**src/rtl/audio_i2s_tx.sv**
```systemverilog
// I2S transmitter: frame FIFO feeding a BCK/LRCK/DATA serializer with one-BCK data lag.
// Optional saturating underrun counter enabled by macro I2S_UNDERRUN_CNT_EN.
module audio_i2s_tx #(
  parameter int SAMPLE_BITS = 16,
  parameter int CHANNELS    = 2,
  parameter int FIFO_DEPTH  = 8,
  parameter int CLK_DIV     = 2
) (
  input  logic                              CLOCK_IN,
  input  logic                              RESET_N,
  input  logic [CHANNELS*SAMPLE_BITS-1:0]   SAMPLE_DATA,
  input  logic                              SAMPLE_VALID,
  output logic                              SAMPLE_READY,
  output logic                              I2S_BCK,
  output logic                              I2S_LRCK,
  output logic                              I2S_DATA,
  output logic [$clog2(FIFO_DEPTH):0]       FIFO_LEVEL,
`ifdef I2S_UNDERRUN_CNT_EN
  output logic [15:0]                       UNDERRUN_CNT,
`endif
  output logic                              UNDERRUN
);
  localparam int FRAME = CHANNELS * SAMPLE_BITS;
  localparam int KW    = $clog2(FRAME);
  localparam int AW    = $clog2(FIFO_DEPTH);
  localparam int LW    = AW + 1;
  localparam int DW    = $clog2(CLK_DIV);
  localparam logic [KW-1:0] K_LAST = KW'(FRAME - 1);
  localparam logic [KW-1:0] K_HALF = KW'(FRAME / 2);
  localparam logic [DW-1:0] D_LAST = DW'(CLK_DIV - 1);

  logic [DW-1:0]    div;
  logic [KW-1:0]    k, k_next;
  logic [AW-1:0]    wptr, rptr;
  logic [FRAME-1:0] mem [FIFO_DEPTH];
  logic [FRAME-1:0] head, head_ser, sreg;
  logic             wrap, fall, load, empty, wr, rd;

  assign wrap   = (div == D_LAST);
  assign fall   = wrap && I2S_BCK;
  assign k_next = (k == K_LAST) ? '0 : k + 1'b1;
  assign load   = fall && (k == K_LAST);
  assign empty  = (FIFO_LEVEL == '0);
  assign rd     = load && !empty;
  assign wr     = SAMPLE_VALID && SAMPLE_READY;
  assign SAMPLE_READY = (FIFO_LEVEL != LW'(FIFO_DEPTH));

  // Reorder the head frame so the shift register's MSB is always the next serial bit.
  assign head = mem[rptr];
  always_comb begin
    head_ser = '0;
    if (!empty)
      for (int c = 0; c < CHANNELS; c++)
        head_ser[FRAME-1-c*SAMPLE_BITS -: SAMPLE_BITS] = head[c*SAMPLE_BITS +: SAMPLE_BITS];
  end

  always_ff @(posedge CLOCK_IN)
    if (wr) mem[wptr] <= SAMPLE_DATA;

  always_ff @(posedge CLOCK_IN or negedge RESET_N) begin
    if (!RESET_N) begin
      wptr       <= '0;
      rptr       <= '0;
      FIFO_LEVEL <= '0;
    end else begin
      if (wr) wptr <= wptr + 1'b1;
      if (rd) rptr <= rptr + 1'b1;
      unique case ({wr, rd})
        2'b10:   FIFO_LEVEL <= FIFO_LEVEL + 1'b1;
        2'b01:   FIFO_LEVEL <= FIFO_LEVEL - 1'b1;
        default: FIFO_LEVEL <= FIFO_LEVEL;
      endcase
    end
  end

  always_ff @(posedge CLOCK_IN or negedge RESET_N) begin
    if (!RESET_N) begin
      div     <= '0;
      I2S_BCK <= 1'b0;
    end else begin
      div <= wrap ? '0 : div + 1'b1;
      if (wrap) I2S_BCK <= ~I2S_BCK;
    end
  end

  // DATA takes the MSB before the shift, giving the one-BCK lag across the frame boundary.
  always_ff @(posedge CLOCK_IN or negedge RESET_N) begin
    if (!RESET_N) begin
      k        <= K_LAST;
      sreg     <= '0;
      I2S_DATA <= 1'b0;
      I2S_LRCK <= 1'b0;
      UNDERRUN <= 1'b0;
    end else begin
      UNDERRUN <= load && empty;
      if (fall) begin
        k        <= k_next;
        I2S_DATA <= sreg[FRAME-1];
        I2S_LRCK <= (k_next >= K_HALF);
        sreg     <= load ? head_ser : {sreg[FRAME-2:0], 1'b0};
      end
    end
  end

`ifdef I2S_UNDERRUN_CNT_EN
  always_ff @(posedge CLOCK_IN or negedge RESET_N) begin
    if (!RESET_N)                              UNDERRUN_CNT <= '0;
    else if (UNDERRUN && UNDERRUN_CNT != 16'hFFFF) UNDERRUN_CNT <= UNDERRUN_CNT + 1'b1;
  end
`endif
endmodule

```
**config.mk**
```make
export PLATFORM = sky130hd
export DESIGN_NAME = audio_i2s_tx
export DESIGN_NICKNAME = d
export VERILOG_FILES = /design/src/rtl/audio_i2s_tx.sv
export SDC_FILE = /design/constraint.sdc
export NUM_CORES = 1
export LEC_CHECK = 0
export CORE_UTILIZATION = 55
export DETAILED_ROUTE_END_ITERATION = 10
export PLACE_DENSITY = 0.74
export SYNTH_ARGS = -nofsm -noshare
export SYNTH_HDL_FRONTEND = slang
export SYNTH_SLANG_ARGS = --single-unit
```
**constraint.sdc**
```tcl
create_clock -name CLOCK_IN -period 10.78 [get_ports CLOCK_IN]
set_clock_uncertainty 0.05 [all_clocks]
set_input_delay 2.695 -clock CLOCK_IN [delete_from_list [all_inputs] [get_ports CLOCK_IN]]
set_output_delay 2.695 -clock CLOCK_IN [all_outputs]
set_load 0.02 [all_outputs]
```
After elaboration in Yosys (flattened, before gate mapping)
Memories as Yosys holds them, arrays and structs flattened.
Index checks and enable logic that the tools add are counted.
{ "totals": {"reg_bits": 52, "mem_bits_rw": 256, "in_bits": 35, "word_cells": 38, "memories": 1} }
{ "op_classes": {"add_sub_neg": 6, "n_lt_le_gt_ge": 1, "n_eq_ne": 4, "n_mux": 7, "n_bitwise": 1, "reduce_logical": 8} }
{ "mem_list": {"columns": ["memory", "depth", "width", "read_ports", "rd_ports_with_merged_regs", "wr", "line", "source"], "rows": [
  ["mem", 8, 32, 1, 0, 1, "35", "logic [FRAME-1:0] mem [FIFO_DEPTH];"]
]} }
{ "op_table": {"columns": ["op", "count"], "rows": [
  ["$mux 32", 2],
  ["$pmux 4 s2", 1],
  ["$add 3x1->3 const B", 2],
  ["$add 5x1->5 const B", 1],
  ["$eq 5x5->1 const B", 1],
  ["$ge 5x5->1 const B", 1],
  ["$logic_and 1x1->1", 5],
  ["$mux 5", 1],
  ["$add 4x1->4 const B", 1],
  ["$logic_not 4->1", 1],
  ["$ne 4x4->1 const B", 1],
  ["$sub 4x1->4 const B", 1],
  ["$mux 1", 3],
  ["$eq 2x1->1 const B", 1],
  ["$eq 2x2->1 const B", 1],
  ["$reduce_bool 2->1", 1],
  ["$add 1x1->1 const B", 1],
  ["$logic_not 1->1", 1],
  ["$not 1->1", 1]
]} }

Longest topological paths before layout
{ "logic_depth": {"depth_word": 5, "ltp_mapped": 12, "mapped_depth_nobuf": 12} }

Worst setup path after synthesis
Ideal clock, no wire load.
{ "synth_timing": {"path_type": "input to register", "start": "in SAMPLE_VALID", "end": "mem mem[0][0] (netlist name) (enable)", "setup_time_ps": 461, "arrival_ps": 5289, "required_time_ps": 10269, "setup_slack_ps": 4980, "path_stages": 3, "cell_sequence": "nand2_2 -> or2_2 -> nor3_1"} }
{ "synth_between": {"elab_chain_len": 3} }
{ "synth_rtl": {"columns": ["item", "line", "source"], "rows": [
  ["start, declared", "12", "input logic SAMPLE_VALID,"],
  ["$logic_and 1x1->1", "45", "assign wr = SAMPLE_VALID && SAMPLE_READY;"],
  ["$mux 1", "58", "if (wr) mem[wptr] <= SAMPLE_DATA;"],
  ["$mux 1 (not written as such)", "58", null],
  ["end, declared", "35", null]
]} }
Every way passes these cells.

Worst setup path after layout
{ "layout_timing": {"start": "reg FIFO_LEVEL[1]", "end": "out SAMPLE_READY"} }
{ "layout_between": {"elab_chain_len": 1} }
{ "layout_rtl": {"columns": ["item", "line", "source"], "rows": [
  ["start, declared", "17", "output logic [$clog2(FIFO_DEPTH):0] FIFO_LEVEL,"],
  ["start signal, assigned", "69", "2'b10: FIFO_LEVEL <= FIFO_LEVEL + 1'b1;"],
  ["start signal, assigned", "70", "2'b01: FIFO_LEVEL <= FIFO_LEVEL - 1'b1;"],
  ["$ne 4x4->1", "46", "assign SAMPLE_READY = (FIFO_LEVEL != LW'(FIFO_DEPTH));"],
  ["end, declared", "13", "output logic SAMPLE_READY,"]
]} }
Every way passes these cells.

==> implementation parameters <==
Parameter                              Value

Clock network
  Hold-fix buffers at CTS ... 0
  Largest buffer count on any clock path ... 3
  Clk root buf ... clkbuf_16
  Post_cts resized ... 0
  Sink count of the clock tree ... slightly above 300
  Clock transition at path regs ... 60 ps
  Source-to-sink clock delay at the later pin of the worst-skew pair ... 550 ps
  Level count of the clock H-tree ... 1
  Setup bufs post-CTS ... 0
  TritonCTS clock tree ... done
  Number of buffers created by CTS ... 31

Critical path
  CP Launch Type ... flop
  End point of the critical path ... SAMPLE_READY
  Launch instance of the worst register-to-register path ... k[0]
  Worst-path fanout max ... 8
  Number of cell instances on the worst register-to-register path ... 12
  Crit path buf inv count ... 1
  End of the worst register-to-register path ... FIFO_LEVEL[2]
  Data required time at the worst endpoint ... roughly 8000 ps
  Depth of the critical timing path with buffers and inverters included ... 2
  Arrival time worst endpoint ... ~2200 ps
  Sequence of cells on the critical path ... or4b_4 -> clkdlybuf4s50_1
  Delay-heaviest family, CP ... simple AND/OR/NAND/NOR gates
  Type of the setup path with the least slack ... reg -> out
  Kind of capture point of the worst setup path ... output port
  Library cell contributing the largest single delay on the critical path ... or4b_4
  Register-to-register path setup slack ... 7260 ps
  Slowest cell delay on critical path ... 610 ps
  Worst setup startpoint ... FIFO_LEVEL[1]

STA
  Post-layout worst setup margin ... a little under 6000 ps
  Total setup violations reported at the end of the flow ... 0
  Final count of hold timing violations ... 0
  Share of the cycle needed by the critical path after routing ... 0.459
  Worst hold-check slack ... 427 ps
  Worst Max-Slew Pin Slew ... 1170 ps
  Tmin final ... 4940 ps
  Max Freq ... 0.202 GHz
  Number of pins exceeding their max-slew limit in the final report ... 0
  Max-slew headroom ... 0.217
  Setup repair after global routing missed its margin ... false
  Post-route setup TNS ... 0 ps

Place
  Final weighted congestion in routability-driven placement ... 0.754
  Total cell area at the placement stage ... 12700 um^2
  Setup slack at placement ... 5660 ps
  Count of buffers inserted at the top-level ports ... 43
  Post-DP HPWL ... 11.7 mm

Die
  Std cell rows ... 53
  Initial core utilization ... 0.566
  Num ports ... 44
  Die width ... 150 um
  Area of the placeable core ... between 20000 and 25000 um^2
  Total die area ... ~22000 um^2
  DIE HEIGHT ... 150 um

Route
  Number of DRC markers in iteration 0 ... 278
  Wire length the detailed router placed on met1 ... 8.80 mm
  Iteration count of the initial detailed-routing pass ... 6
  Met2 layer wire length in the routed design ... 11.2 mm
  Routed via count ... between 5000 and 6000
  Residual antenna-violating net count after detailed routing ... 0
  Average vias per placed instance ... about 6.0
  Residual DRC count ... 0
  Highest metal layer with signal wires ... met4
  Detailed-route wire length per cell ... 22.1 um
  Final wirelength ... 21.3 mm
  Wire length on met3 ... 798 um

Finish
  Area used by multi-input combinational logic ... between 2000 and 3000 um^2
  Antenna cells ... 0
  Layout cell share with drive strength beyond 1 ... 0.212
  Post-route standard cell area excluding fillers ... between 10000 and 15000 um^2
  Sequential cell area ... 9000 um^2
  Count of fill cells added during filler insertion ... 1418
  Area growth syn-to-layout ... 14.7%
  Final nets ... 705

Global routing
  Number of global-route vias before repair ... a little over 6000
  Wire length of the first global-routing pass ... 34.1 mm
  Number of antenna violations at the first check in global routing ... 0
  Global-route congestion overflow total ... 0
  Largest net degree at the start of global routing ... 73
  Overall track demand over capacity in global routing ... 0.203

Synthesis
  Yosys warning count ... 0
  Most used flip-flop cell after synthesis ... edfxtp_1
  Cell types with the largest area share after synthesis ... edfxtp_1, mux4_2, dfrtp_1
  Top cell type's share of synthesized area ... 0.640
  Synthesized area divided by synthesized cell count ... about 20 um^2
  Total standard cell area after synthesis ... around 12000 um^2
  Count of flip-flops with a built-in enable after synthesis ... between 200 and 300
  Fraction of registers with async set/reset ... 0.169
  Number of different library cells in the post-synthesis netlist ... 40
  Cell taking the most area after synthesis ... edfxtp_1
  Instance count of the mapped netlist ... 610
  Sequential element share of the synthesized area ... 0.749
  Register bit total from synthesis ... 308
  Post-Synthesis Net Count ... 652

Power
  Power per unit of standard cell area ... between 200 and 250 nW/um^2
  Leakage power total ... 0.00447 uW
  Worst voltage drop across the vdd grid ... 0.149 mV
  Sw Pwr ... 646 uW
  Part of the power in registers ... 0.527
  Proportion of power drawn by the clock network ... 0.382
  Combinational share of power ... 0.091
  Internal power consumption ... 2200 uW
  Switching fraction of total power ... 0.227

Run status
  Result of the run ... complete, no violations

Min path
  Classification of the worst-slack hold path ... reg -> reg
  Start point of the worst min-delay path ... sreg[0]
  Hold depth ... 2

Flow run
  # Max-Cap Violations ... 0
metal layers:
| metal | GRT usage | up-vias |
|---|---|---|
| met4 | 0.0626 | 0 |
| met1 | 0.269 | 3050 |
| met2 | 0.352 | 152 |
| met5 | 0 | - |
| met3 | 0.0284 | 47 |
| li1 | - | 2571 |
worst register-to-register path: stages (launching register included):
cell and delay [ps]:
dfstp_2 570, ha_1 190, and3_1 190, ha_1 180, nand3b_2 690, inv_2 310, ha_1 320, xor2_1 110
ha_1 190, a21oi_1 200, xor2_1 180, nor2_1 70, xor2_1 150
cell usage after synthesis, types with 2 or more instances:
cell,count
buf_2,13
nand3_1,3
nor2_1,9
nand2_1,20
dfrtp_1,47
ha_1,7
edfxtp_1,256
nor4_1,2
xnor2_1,5
clkbuf_1,11
mux2i_1,32
buf_8,2
o21ai_0,4
o21ai_1,32
dfstp_2,5
nor3_1,4
xor2_1,4
nor3b_1,31
buf_6,4
nand2b_1,3
nand3b_1,2
and3_1,2
mux4_2,64
a21oi_1,32
flip-flops by register name, indices dropped and copies added (netlist names):
signal / cells
UNDERRUN: 1
I2S_BCK: 1
rptr: 3
I2S_LRCK: 1
div: 1
FIFO_LEVEL: 4
mem: 256
sreg: 32
I2S_DATA: 1
k: 5
wptr: 3
power by group through the flow:
stage | combinational (uW) | sequential (uW) | clock [uW]
floorplan | 135 | 1520 | 0
global placement | 253 | 1510 | 0
detailed placement | 264 | 1530 | 0
CTS | 266 | 1500 | 1110
global route | 284 | 1510 | 1150
finish | 259 | 1500 | 1090
metrics by stage:
| step | std cells | power, uW | utilization |
|---|---|---|---|
| after floorplan | 610 | 1660 | - |
| after global placement | 905 | 1770 | 0.599 |
| after detailed placement | 905 | 1790 | 0.599 |
| after CTS | 963 | 2880 | 0.649 |
| after global routing | 963 | 2950 | 0.649 |
| final | 963 | 2850 | 0.649 |
layout make-up:
class,instances,area share
clock inverters,20,0.0167
well taps,275,0.0250
repair buffers,52,0.0358
multi-input cells,268,0.208
clock buffers,38,0.0597
inverters,2,0.000545
flip-flops and latches,308,0.654
cells in the final DEF, fill, tap and decap left out, drive strengths merged:
cell           instances
nor4                   2
clkdlybuf4s50         42
clkbuf                38
nor3                   4
xnor2                  5
or2                    1
nand3b                 3
clkinv                13
nand3                  3
nor4b                  1
bufinv                 5
xor2                   4
clkinvlp               1
mux4                  64
dfrtp                 47
and3                   2
a2111oi                1
mux2                   2
inv                    3
mux2i                 32
nand2b                 3
ha                     7
nor3b                 31
edfxtp               256
a21oi                 32
nor2                   9
and2                   1
buf                   10
a31oi                  1
o21ai                 36
nand4                  1
or4b                   1
dfstp                  5
nand2                 21
a21o                   1
cells by family (layout without fill, tap and decap cells):
kind of cell | count (synthesis) | count (layout) | share of synthesized area
adder cells (fa/ha/maj) | 7 | 7 | 0.00730
AO/OA/AOI/OAI | 71 | 71 | 0.0302
XOR/XNOR | 9 | 9 | 0.00657
buffers and inverters | 34 | 112 | 0.0167
multiplexers | 98 | 98 | 0.149
AND/OR/NAND/NOR | 83 | 83 | 0.0412
flip-flops | 308 | 308 | 0.749
how the worst min path moves through the flow:
stage	endpoint	slack, ps
final	sreg[0]	430
after CTS	I2S_DATA	430
after floorplan	I2S_DATA	390
after global placement	k[4]	400
after global routing	k[4]	460
after detailed placement	I2S_DATA	410
Power figures use the tool's default switching activity.
